<file path="src/rtl/vending_coin_datapath_pkg.sv">
// Shared constants and coin-select helpers for the vending coin datapath.
// Package name is vending_pkg; the NICKEL_PACE_EN option lives in the top module.
package vending_pkg;

    localparam int NICKEL_VAL      = 5;
    localparam int DIME_VAL        = 10;
    localparam int QUARTER_VAL     = 25;
    localparam int DEFAULT_PRICE   = 100;
    localparam int DEFAULT_MONEY_W = 8;

    typedef enum logic [2:0] {
        NONE,
        NICKEL,
        DIME,
        QUARTER,
        MULTI
    } coin_sel_e;

    // Simultaneous edges collapse to MULTI so the caller can refuse them.
    function automatic coin_sel_e coin_select(input logic nickel, input logic dime,
                                              input logic quarter);
        coin_sel_e sel;
        sel = NONE;
        case ({nickel, dime, quarter})
            3'b000:  sel = NONE;
            3'b100:  sel = NICKEL;
            3'b010:  sel = DIME;
            3'b001:  sel = QUARTER;
            default: sel = MULTI;
        endcase
        return sel;
    endfunction

endpackage

</file>
<file path="src/rtl/vending_coin_datapath_coin_edge.sv">
// Rising-edge detector for one coin sensor line.
// The history register resets to 1 so a line held high through reset gives no edge.
module coin_edge (
    input  logic clk,
    input  logic reset,
    input  logic coin_i,
    output logic rise_o
);

    logic prev_q;

    always_ff @(posedge clk) begin
        if (!reset) begin
            prev_q <= 1'b1;
        end else begin
            prev_q <= coin_i;
        end
    end

    assign rise_o = coin_i & ~prev_q;

endmodule

</file>
<file path="src/rtl/vending_coin_datapath.sv">
// Money/change datapath for the vending controller: coin credit, sale count, nickel payout.
// Define NICKEL_PACE_EN to space nickel payouts PACE_CYCLES cycles apart.
module vending_coin_datapath
    import vending_pkg::*;
#(
    parameter int MONEY_W     = DEFAULT_MONEY_W,
    parameter int PRICE       = DEFAULT_PRICE,
    parameter int PACE_CYCLES = 4
) (
    input  logic               clk,
    input  logic               reset,
    input  logic               coin_nickel,
    input  logic               coin_dime,
    input  logic               coin_quarter,
    input  logic               collect,
    input  logic               ren,
    input  logic               loadc,
    input  logic               cen,
    output logic               mge100,
    output logic               ceq0,
    output logic [MONEY_W-1:0] money,
    output logic [MONEY_W-1:0] change,
    output logic               dispense_nickel,
    output logic               coin_reject,
    output logic [7:0]         sale_count
);

    localparam logic [MONEY_W-1:0] PRICE_W  = MONEY_W'(PRICE);
    localparam logic [MONEY_W-1:0] NICKEL_W = MONEY_W'(NICKEL_VAL);

    logic               rise_nickel, rise_dime, rise_quarter;
    coin_sel_e          coin_sel;
    logic               any_rise, accept, step, pace_ok;
    logic [MONEY_W-1:0] coin_val;

    logic [MONEY_W-1:0] money_q, money_d;
    logic [MONEY_W-1:0] change_q, change_d;
    logic [7:0]         sale_q, sale_d;
    logic               dispense_q, dispense_d;
    logic               reject_q, reject_d;

    coin_edge u_edge_nickel  (.clk(clk), .reset(reset), .coin_i(coin_nickel),  .rise_o(rise_nickel));
    coin_edge u_edge_dime    (.clk(clk), .reset(reset), .coin_i(coin_dime),    .rise_o(rise_dime));
    coin_edge u_edge_quarter (.clk(clk), .reset(reset), .coin_i(coin_quarter), .rise_o(rise_quarter));

    assign coin_sel = coin_select(rise_nickel, rise_dime, rise_quarter);
    assign any_rise = (coin_sel != NONE);
    assign mge100   = (money_q >= PRICE_W);
    assign ceq0     = (change_q == '0);
    assign accept   = collect && !mge100 &&
                      (coin_sel == NICKEL || coin_sel == DIME || coin_sel == QUARTER);
    assign step     = cen && !loadc && !ceq0 && pace_ok;

    always_comb begin
        coin_val = '0;
        case (coin_sel)
            NICKEL:  coin_val = MONEY_W'(NICKEL_VAL);
            DIME:    coin_val = MONEY_W'(DIME_VAL);
            QUARTER: coin_val = MONEY_W'(QUARTER_VAL);
            default: coin_val = '0;
        endcase
    end

`ifdef NICKEL_PACE_EN
    localparam int PACE_W = (PACE_CYCLES > 1) ? $clog2(PACE_CYCLES) : 1;

    logic [PACE_W-1:0] pace_q, pace_d;

    assign pace_ok = (pace_q == '0);

    always_comb begin
        pace_d = pace_q;
        if (!cen) begin
            pace_d = '0;
        end else if (step) begin
            pace_d = PACE_W'(PACE_CYCLES - 1);
        end else if (pace_q != '0) begin
            pace_d = pace_q - 1'b1;
        end
    end

    always_ff @(posedge clk) begin
        if (!reset) begin
            pace_q <= '0;
        end else begin
            pace_q <= pace_d;
        end
    end
`else
    assign pace_ok = 1'b1;
`endif

    // loadc outranks both a coin credit and a payout step; the guard keeps change from wrapping.
    always_comb begin
        money_d    = money_q;
        change_d   = change_q;
        sale_d     = sale_q + {7'd0, ren};
        reject_d   = any_rise && !accept;
        dispense_d = step;
        if (loadc) begin
            money_d  = '0;
            change_d = mge100 ? (money_q - PRICE_W) : '0;
        end else begin
            if (accept) begin
                money_d = money_q + coin_val;
            end
            if (step) begin
                change_d = change_q - NICKEL_W;
            end
        end
    end

    always_ff @(posedge clk) begin
        if (!reset) begin
            money_q    <= '0;
            change_q   <= '0;
            sale_q     <= '0;
            dispense_q <= 1'b0;
            reject_q   <= 1'b0;
        end else begin
            money_q    <= money_d;
            change_q   <= change_d;
            sale_q     <= sale_d;
            dispense_q <= dispense_d;
            reject_q   <= reject_d;
        end
    end

    assign money           = money_q;
    assign change          = change_q;
    assign sale_count      = sale_q;
    assign dispense_nickel = dispense_q;
    assign coin_reject     = reject_q;

endmodule
</file>
<file path="config.mk">
export PLATFORM = sky130hd
export DESIGN_NAME = vending_coin_datapath
export DESIGN_NICKNAME = d
export VERILOG_FILES = /design/src/rtl/vending_coin_datapath_pkg.sv /design/src/rtl/vending_coin_datapath_coin_edge.sv /design/src/rtl/vending_coin_datapath.sv
export SDC_FILE = /design/constraint.sdc
export NUM_CORES = 1
export LEC_CHECK = 0
export ABC_CLOCK_PERIOD_IN_PS = 7500
export BUFFER_PORTS_ARGS = -buffer_cell sky130_fd_sc_hd__buf_2
export CAP_MARGIN = 20
export CORE_MARGIN = 2
export CORE_UTILIZATION = 55
export DETAILED_ROUTE_END_ITERATION = 7
export GPL_TIMING_DRIVEN = 0
export PLACE_DENSITY = 0.9
export SYNTH_ARGS = -nofsm -noshare
export SYNTH_HDL_FRONTEND = slang
export SYNTH_HIERARCHICAL = 1
export SYNTH_SLANG_ARGS = --single-unit
export TNS_END_PERCENT = 5
</file>
<file path="constraint.sdc">
create_clock -name clk -period 7.5 [get_ports clk]
set_clock_uncertainty 0.2 [all_clocks]
set_input_delay 0.375 -clock clk [delete_from_list [all_inputs] [get_ports clk]]
set_output_delay 0.375 -clock clk [all_outputs]
set_load 0.01 [all_outputs]
</file>
==> results.toml <==
[outcome]
outcome = "finished, final reports clean"

[clock_network]
ctsHoldBuffers = 0
path_clk_slew_ns = 0.10
cts_root_buffer = "clkbuf_4"
cts_tree = "done"
cts_resized = 0
htree_levels = 2
insertion_delay_ns = 0.33
cts_buffers = 5
post_cts_buffers = 0
clk_path_buf_depth = 2
cts_num_sinks = 29

[global_routing]
grt_first_pass_wirelength_um = 5740
grt_overflow = 0
grt_pass1_vias = 1371
antenna_found_initial = 0
grt_use_total_pct = 21.4
grt_max_degree = 13

[yosys]
synth_top_area_share_pct = 34.2
synth-warning-count = 6
synth.distinct_cells = 46
synth_cells = 184
yosys_most_used_dff = "dfxtp_1"
netlist_area_sq_mm = 0.00170
yosysMostFrequentCell = "dfxtp_1"
synth_edf_count = 0
seq_area_frac_synth_pct = 34.2
syn_nets = 204
synthTopCellsByArea = "dfxtp_1 34%, ha_1 7.4%, xnor2_1 5.2%"
postSynth.asyncResetShare_pct = 0
ys_seq_elements = 29
avgSynthCellArea_sq_um = 9.21
synthTopCellsByCount = "29 x dfxtp_1, 13 x inv_1, 10 x a21oi_1, 10 x ha_1, 10 x xnor2_1"
netlist.top_cell.by_area = "dfxtp_1"

[placed_design]
io_buffer_count = 36
gp_congestion = 0.857
dp_hpwl_um = 2690
dp_cells = 253

[detailed_routing]
routedWlPerCell_um = 13.1
vias = 1439
wirelength_um = 3420
viasPerCell = 5.51
postRouteAntennaNets = 0
drtPass1Iterations = 4
drc = 0
drt_iter0_markers = 53

[critical_path]
crit_type = "register to register"
startpoint_type = "register"
rrSetupSlack_ns = 4.76
crit_path_max_fanout = 4
arrival_ns = 2.77
required_ns = 7.53
endpoint_kind = "register"

[floorplan]
io_pins = 37
rows = 20
die_w_um = 59.5
fp.coreArea_sq_mm = 0.00300
die_y_um = 59.5
start_util_pct = 56.5
dieArea_sq_mm = 0.00354

[sta]
setup_viol = 0
fmax_mhz = 365
fin_crit_sh_pct = 36.5
tightestPinTransition_ns = 0.476
slew_violations = 0
rsz0062_at_grt = "no"
setup_tns_ns = 0
slew_headroom_pct = 68.2
min_period_ns = 2.74
finalHoldViolations = 0

[pwr]
total_power_uw = 377
p_leak_nw = 0.995
vdd_drop_max_uv = 179
p_per_area_mw_per_mm2 = 187

[final_layout]
multiInputGateArea_sq_mm = 0.00104
fillers = 249
area_growth_pct = 19.1
antenna_cells = 0
final-seq-area_sq_um = 581
final_cells = 261
final_nets = 247
drive_above_1_share_pct = 25.0

[run]
max_cap_viol_count = 0

[worst_hold_path]
hold_path_class = "input pin to register"
[cell usage in the layout, fill, tap and decap left out, types with 3 or more instances in the layout]
master	synthesis	layout
clkbuf_1	3	3
and2_1	8	8
nand3_1	5	5
o21ai_0	8	8
nand2_1	9	9
xnor2_1	10	10
mux2i_1	3	3
xor2_1	6	6
inv_1	13	13
dfxtp_1	29	29
o211a_1	6	6
buf_2	1	37
nor2b_1	3	3
nor2b_4	3	3
nor3_1	5	5
clkbuf_4	0	5
nand2b_1	6	6
and3_1	3	3
nor3b_1	3	3
a21oi_1	10	10
ha_1	10	10
nor2_1	9	9
o211ai_1	3	3
[registers in the layout, summed over array words and instances (netlist names)]
| name | cells |
|---|---|
| change | 8 |
| dispense_nickel | 1 |
| u_edge_nickel/prev_q | 1 |
| u_edge_dime/prev_q | 1 |
| sale_count | 8 |
| u_edge_quarter/prev_q | 1 |
| coin_reject | 1 |
| money | 8 |
[cells by family (layout without fill, tap and decap cells)]
family / count (synthesis) / in the layout / synth area share, %
compound gates: 42 / 42 / 18.7
xor+xnor: 16 / 16 / 8.27
fa+ha+maj: 11 / 11 / 8.56
buf+inv: 18 / 62 / 4.50
flops: 29 / 29 / 34.2
mux: 4 / 4 / 2.66
simple gates: 64 / 64 / 23.1
[stage by stage]
stage / utilization [%] / setup WS (ns) / hold slack [ns] / area, sq um
finish: 67.3 / 4.76 / 0.0438 / 2020
global route: 67.3 / 4.59 / 0.0289 / 2020
global placement: 63.8 / 4.61 / 0.311 / 1920
floorplan: - / 4.91 / 0.248 / 1700
detailed placement: 63.8 / 4.59 / 0.320 / 1920
CTS: 67.3 / 4.76 / 0.0328 / 2020
[critical path, cell delays in order (launching register included)]
cell,delay (ns)
dfxtp_1,0.33
nor2b_4,0.12
nor3b_1,0.41
or2_2,0.19
ha_1,0.18
inv_1,0.06
fa_1,0.39
nor2b_1,0.17
o31a_1,0.17
o211ai_1,0.11
mux2_4,0.31
[where the power goes]
group | internal (mW) | total, mW | switching (mW)
Clock | 0.103 | 0.159 | 0.0556
Combinational | 0.0245 | 0.0535 | 0.0291
Sequential | 0.160 | 0.165 | 0.00520
[cell type report]
type                            count  share of cell area, %
Multi-Input combinational cell    137                   51.4
Clock buffer                        5                   1.86
Clock inverter                      3                   3.22
Timing Repair Buffer               36                   8.92
Buffer                              5                   1.36
Sequential cell                    29                   28.7
Inverter                           13                   2.42
Tap cell                           33                   2.04
[layer usage]
metal	track usage [%]	routed length (um)
met4	6.35	39
met2	38.5	1710
met3	5.90	144
met1	24.6	1530
met5	0	0
[final timing paths]
check | start | cells past startpoint | end
worst min-delay path | coin_quarter | 2 | u_edge_quarter/prev_q$_SDFF_PN1_
worst max register to register | u_edge_nickel/prev_q$_SDFF_PN1_ | 10 | money[6]$_SDFFE_PP0P_
worst max-delay path | u_edge_nickel/prev_q$_SDFF_PN1_ | 10 | money[6]$_SDFFE_PP0P_
worst min register to register | money[0]$_SDFFE_PP0P_ | 2 | money[0]$_SDFFE_PP0P_
Power figures use the tool's default switching activity.
